### src/rtl/serial_subtractor_if.sv
// serial_subtractor_if: start/operand/result bundle for the bit-serial subtractor.
interface serial_subtractor_if #(parameter int WIDTH = 8);
   logic             start;
   logic [WIDTH-1:0] A, B;
   logic             Bin;
   logic             busy, done;
   logic [WIDTH-1:0] D;
   logic             Bout, V;
   modport master (output start, A, B, Bin, input busy, done, D, Bout, V);
   modport slave (input start, A, B, Bin, output busy, done, D, Bout, V);
endinterface

### src/rtl/serial_subtractor.sv
// serial_subtractor: D = A - B - Bin, one bit per clock LSB first, through a single
// full-subtractor cell and a borrow flip-flop, under a start/done handshake.
module serial_subtractor #(parameter int WIDTH = 8) (
   input  logic clk,
   input  logic rst_n,
   serial_subtractor_if.slave bus
);
   localparam int CW = $clog2(WIDTH) + 1;
   typedef enum logic [1:0] {IDLE, RUN, DONE} state_t;
   state_t           state, state_nx;
   logic [WIDTH-1:0] a_sh, b_sh, part;
   logic [CW-1:0]    cnt;
   logic             br, a_msb, b_msb;
   logic             d, br_nx, last, accept;
   always_comb begin
      d      = a_sh[0] ^ b_sh[0] ^ br;
      br_nx  = (~a_sh[0] & b_sh[0]) | (~(a_sh[0] ^ b_sh[0]) & br);
      last   = cnt == CW'(WIDTH - 1);
      accept = bus.start && state != RUN;
   end
   always_ff @(posedge clk or negedge rst_n)
      if (!rst_n) state <= IDLE;
      else state <= state_nx;
   always_comb begin
      state_nx = (state == RUN) ? (last ? DONE : RUN) : (bus.start ? RUN : IDLE);
   end
   always_comb begin
      bus.busy = state == RUN;
      bus.done = state == DONE;
   end
   // Results load only on the final bit so partial sums never reach D.
   always_ff @(posedge clk or negedge rst_n) begin
      if (!rst_n) begin
         a_sh     <= '0;
         b_sh     <= '0;
         part     <= '0;
         br       <= 1'b0;
         cnt      <= '0;
         a_msb    <= 1'b0;
         b_msb    <= 1'b0;
         bus.D    <= '0;
         bus.Bout <= 1'b0;
         bus.V    <= 1'b0;
      end else if (accept) begin
         a_sh  <= bus.A;
         b_sh  <= bus.B;
         part  <= '0;
         br    <= bus.Bin;
         cnt   <= '0;
         a_msb <= bus.A[WIDTH-1];
         b_msb <= bus.B[WIDTH-1];
      end else if (state == RUN) begin
         a_sh <= a_sh >> 1;
         b_sh <= b_sh >> 1;
         part <= {d, part[WIDTH-1:1]};
         br   <= br_nx;
         cnt  <= cnt + 1'b1;
         if (last) begin
            bus.D    <= {d, part[WIDTH-1:1]};
            bus.Bout <= br_nx;
            bus.V    <= (a_msb ^ b_msb) & (d ^ a_msb);
         end
      end
   end
endmodule

### src/flat_wrapper.sv
// flat-port wrapper written by rule: the top's interface ports become plain ports
module serial_subtractor_flat 
#(parameter int WIDTH = 8)
  (clk, rst_n, bus_start, bus_A, bus_B, bus_Bin, bus_busy, bus_done, bus_D, bus_Bout, bus_V);
  serial_subtractor_if #(.WIDTH(WIDTH)) bus_i ();
  input  logic clk;
  input  logic rst_n;
  input wire logic [$bits(bus_i.start)-1:0] bus_start;
  input wire logic [$bits(bus_i.A)-1:0] bus_A;
  input wire logic [$bits(bus_i.B)-1:0] bus_B;
  input wire logic [$bits(bus_i.Bin)-1:0] bus_Bin;
  output wire logic [$bits(bus_i.busy)-1:0] bus_busy;
  output wire logic [$bits(bus_i.done)-1:0] bus_done;
  output wire logic [$bits(bus_i.D)-1:0] bus_D;
  output wire logic [$bits(bus_i.Bout)-1:0] bus_Bout;
  output wire logic [$bits(bus_i.V)-1:0] bus_V;
  assign bus_i.start = bus_start;
  assign bus_i.A = bus_A;
  assign bus_i.B = bus_B;
  assign bus_i.Bin = bus_Bin;
  assign bus_busy = bus_i.busy;
  assign bus_done = bus_i.done;
  assign bus_D = bus_i.D;
  assign bus_Bout = bus_i.Bout;
  assign bus_V = bus_i.V;
  serial_subtractor #(.WIDTH(WIDTH)) u_core (.clk(clk), .rst_n(rst_n), .bus(bus_i));
endmodule
### config.mk
export PLATFORM = sky130hd
export DESIGN_NAME = serial_subtractor_flat
export DESIGN_NICKNAME = d
export VERILOG_FILES = /design/src/rtl/serial_subtractor_if.sv /design/src/rtl/serial_subtractor.sv /design/src/flat_wrapper.sv
export SDC_FILE = /design/constraint.sdc
export NUM_CORES = 1
export LEC_CHECK = 0
export CELL_PAD_IN_SITES_DETAIL_PLACEMENT = 2
export CELL_PAD_IN_SITES_GLOBAL_PLACEMENT = 2
export CORE_MARGIN = 2
export CORE_UTILIZATION = 34
export DETAILED_ROUTE_END_ITERATION = 8
export PLACE_DENSITY_LB_ADDON = 0.1
export RECOVER_POWER = 50
export SETUP_SLACK_MARGIN = 0.4
export SYNTH_ARGS = -nofsm -noshare
export SYNTH_HDL_FRONTEND = slang
export SYNTH_SLANG_ARGS = --single-unit
### constraint.sdc
create_clock -name clk -period 1.59 [get_ports clk]
set_input_delay 0.318 -clock clk [delete_from_list [all_inputs] [get_ports clk]]
set_output_delay 0.318 -clock clk [all_outputs]
set_load 0.005 [all_outputs]
==> run summary <==
Run status - finished with violations
Failing checks - negative setup slack
Cell count after synthesis - 159
Clk buf depth - 2
Yosys reg bits - 42
Max cap viols - 0
Gr usage total - 16.2%
Crit path kind - reg -> reg
Relative slew slack - 29.1%
Fraction of the mapped netlist area in compound gates - 7.42%
Final ANT Viol Nets - 0
Finish-stage setup viols - 1
Grt total ovfl - 0
Placed cells - 257
CTS Sinks - 42
Synth Area in Simple Gates - 11.9%
Synth Area in XOR/XNOR - 0%
Fmax achieved - 0.625 GHz
Slowest stage cell, crit path - fa_2
Post-detail-place hpwl - 2850 µm
Buffers on Ports - 31
Main combinational cell family by area after synthesis - multiplexers
Unique masters post-synth - 26
Worst min-delay path category - in -> async
Critical path startpoint category - flip-flop
DP Area - 2260 µm²
Total power - 0.00571 W
Number of standard cells in the final layout excluding fillers - 288
Clock slew at reported path FFs - 0.09 ns
Period utilisation layout - 101%
Fin crit period - 1.60 ns
Register-to-Register Path Depth - 5
Final instance area - 2770 µm²
Worst slew pin tran - 1.06 ns
GPL Wtd Cong - 0.681
Final Skew - 0.0111 ns
Die Y - 78.2 µm
Synth warnings - 0
Htree depth - 2
Largest net degree at the start of global routing - 43
Setup TNS - -0.00988 ns
Wirelength per Cell - 19.1 µm
Via-to-Cell Ratio - 4.86
Adder-Cell Fraction of Synth Area - 1.74%
Static Leak - 1.33 nW
Number of global-route vias before repair - 1504
Layout Nets - 237
IO Pins - 32
Drt pass-1 iters - 2
Drt first-iter violations - 25
Peak VDD IR - 0.000752 V
Multiplexer area fraction after synthesis - 18.9%
Die X - 78.2 µm
Synthesized area - 1870 µm²
DR DRC count - 0
CTS tree - built
Clock latency on the worst-skew pair - 0.31 ns
Power density over the cells - 2060 nW/µm²
CTS root buf - clkbuf_8
Hold_buf cts - 0
Worst-path fanout max - 4
CTS buffer count - 5
Mean Syn Cell Area - 11.8 µm²
Area Growth Syn to Fin - 47.9%
First-pass GRT wire length - 7650 µm
Row cnt - 27
ANT cells - 0
Fraction of layout cells with a size suffix above 1 - 38.9%
Net Count, Synth - 181
Initial Utilization - 34.6%
Final worst setup slack - -0.00988 ns
Core area - 5410 µm²
Detailed-route via count - 1401
Worst stage delay on the critical path - 0.62 ns
Sequential cell area fraction in the yosys report - 56.1%
WP data required - 1.78 ns
Minimum hold slack - 0.274 ns
Die Area - 6110 µm²
DRT Wirelength - 5510 µm
Final Hold Viols - 0
Critical Path End Type - flip-flop
Critical Path AT - 1.79 ns
Worst-path cell chain - inv_2 -> fa_2 -> nand2b_4 -> o21ai_2 -> mux2_4
RSZ-0062 raised after global routing - yes
Pins Over Slew Limit - 0
Initial antenna violation count - 0
## registers in the layout, indices dropped and copies added, names as in the netlist
name / count
u_core.a_sh: 8
u_core.b_sh: 8
u_core.bus.D: 8
u_core.part: 7
u_core.cnt: 4
u_core.state: 2
u_core.a_msb: 1
u_core.b_msb: 1
u_core.br: 1
u_core.bus.Bout: 1
u_core.bus.V: 1
## path summary, 6_finish.rpt
path / from / endpoint / slack (ns)
setup / recovery: u_core.b_sh[0]$_DFFE_PN0P_ / u_core.bus.V$_DFFE_PN0P_ / -0.01
hold / removal: rst_n / u_core.bus.D[4]$_DFFE_PN0P_ / 0.27
setup reg to reg: u_core.b_sh[0]$_DFFE_PN0P_ / u_core.bus.V$_DFFE_PN0P_ / -0.01
hold reg to reg: u_core.b_sh[2]$_DFFE_PN0P_ / u_core.b_sh[1]$_DFFE_PN0P_ / 0.50
max in group asynchronous: rst_n / u_core.b_sh[4]$_DFFE_PN0P_ / 0.66
min in group clk: u_core.b_sh[2]$_DFFE_PN0P_ / u_core.b_sh[1]$_DFFE_PN0P_ / 0.50
## Yosys cell counts
cell | n | area share (%)
dfrtp_1 | 42 | 56
nand2_1 | 25 | 5.0
o21ai_0 | 23 | 6.1
mux2i_1 | 18 | 9.6
nand2b_1 | 9 | 3.0
mux2_4 | 7 | 5.6
mux2_2 | 6 | 3.6
clkbuf_1 | 5 | 1.0
nor2_1 | 4 | 0.80
inv_1 | 3 | 0.60
buf_2 | 2 | 0.53
a211o_1 | 1 | 0.47
a21oi_1 | 1 | 0.27
and3_1 | 1 | 0.33
and4b_4 | 1 | 0.74
buf_12 | 1 | 1.1
buf_4 | 1 | 0.40
fa_1 | 1 | 1.1
ha_1 | 1 | 0.67
inv_4 | 1 | 0.33
nand2b_4 | 1 | 0.74
nand3_1 | 1 | 0.27
nand3b_1 | 1 | 0.40
nor2b_1 | 1 | 0.33
nor3_1 | 1 | 0.27
o211a_1 | 1 | 0.53
## routing by layer
metal | up-vias | wire [µm] | GRT usage (%)
li1 | 654 | - | -
met1 | 712 | 2230 | 19.4
met2 | 26 | 3040 | 29.1
met3 | 9 | 149 | 3.79
met4 | 0 | 85 | 4.21
met5 | - | 0 | 0
## report_power, final
group / switching, W / leakage (nW) / internal (W)
logic: 0.00133 / 0.743 / 0.00167
registers: 0.000338 / 0.535 / 0.00151
clock network: 0.000396 / 0.0514 / 0.000469
## repair_timing
| action | CTS | global route |
|---|---|---|
| setup buffers | 8 | 9 |
| endpoints found under the setup margin | 48 | 40 |
| resized for setup | 54 | 61 |
| cloned | 2 | 4 |
| pin swaps | 0 | 9 |
## critical path, delay by kind of cell (launching register included)
family	cells	cell delay, ns
mux	1	0.25
buf+inv	1	0.06
flops	1	0.38
compound gates	1	0.05
fa+ha+maj	1	0.62
simple gates	1	0.14
## metrics by stage
step           worst slack, ns  util [%]
2_1_floorplan            0.131         -
3_3_place_gp            0.0559      41.8
3_5_place_dp           0.00206      41.8
4_1_cts                 0.0449      45.6
5_1_grt                -0.0687      51.2
6_report              -0.00988      51.2
## placed cells by master (no fill, tap or decap), drive strengths merged, types with 2 or more instances in the layout
cell type	synthesis	routed
dfrtp	42	42
buf	4	32
nand2	25	25
o21ai	23	23
mux2i	18	18
clkdlybuf4s50	0	17
mux2	13	13
clkbuf	5	12
nand2b	10	10
nor2	4	4
inv	4	4
bufbuf	0	2
## cell type report
cell class	count	area [µm²]
fillers	524	2640
flip-flops and latches	42	1050
multi-input cells	104	876
repair buffers	58	623
well taps	72	90.1
clock buffers	6	72.6
clock inverters	2	37.5
inverters	4	17.5
## cells by family (layout without fill, tap and decap cells)
family                     after synthesis  after routing
DFF                                     42             42
muxes                                   31             31
AOI/OAI and AO/OA                       26             26
buffers and inverters                   13             70
and+or+nand+nor                         45             45
adders and majority gates                2              2
(Power assumes the default switching activity.)
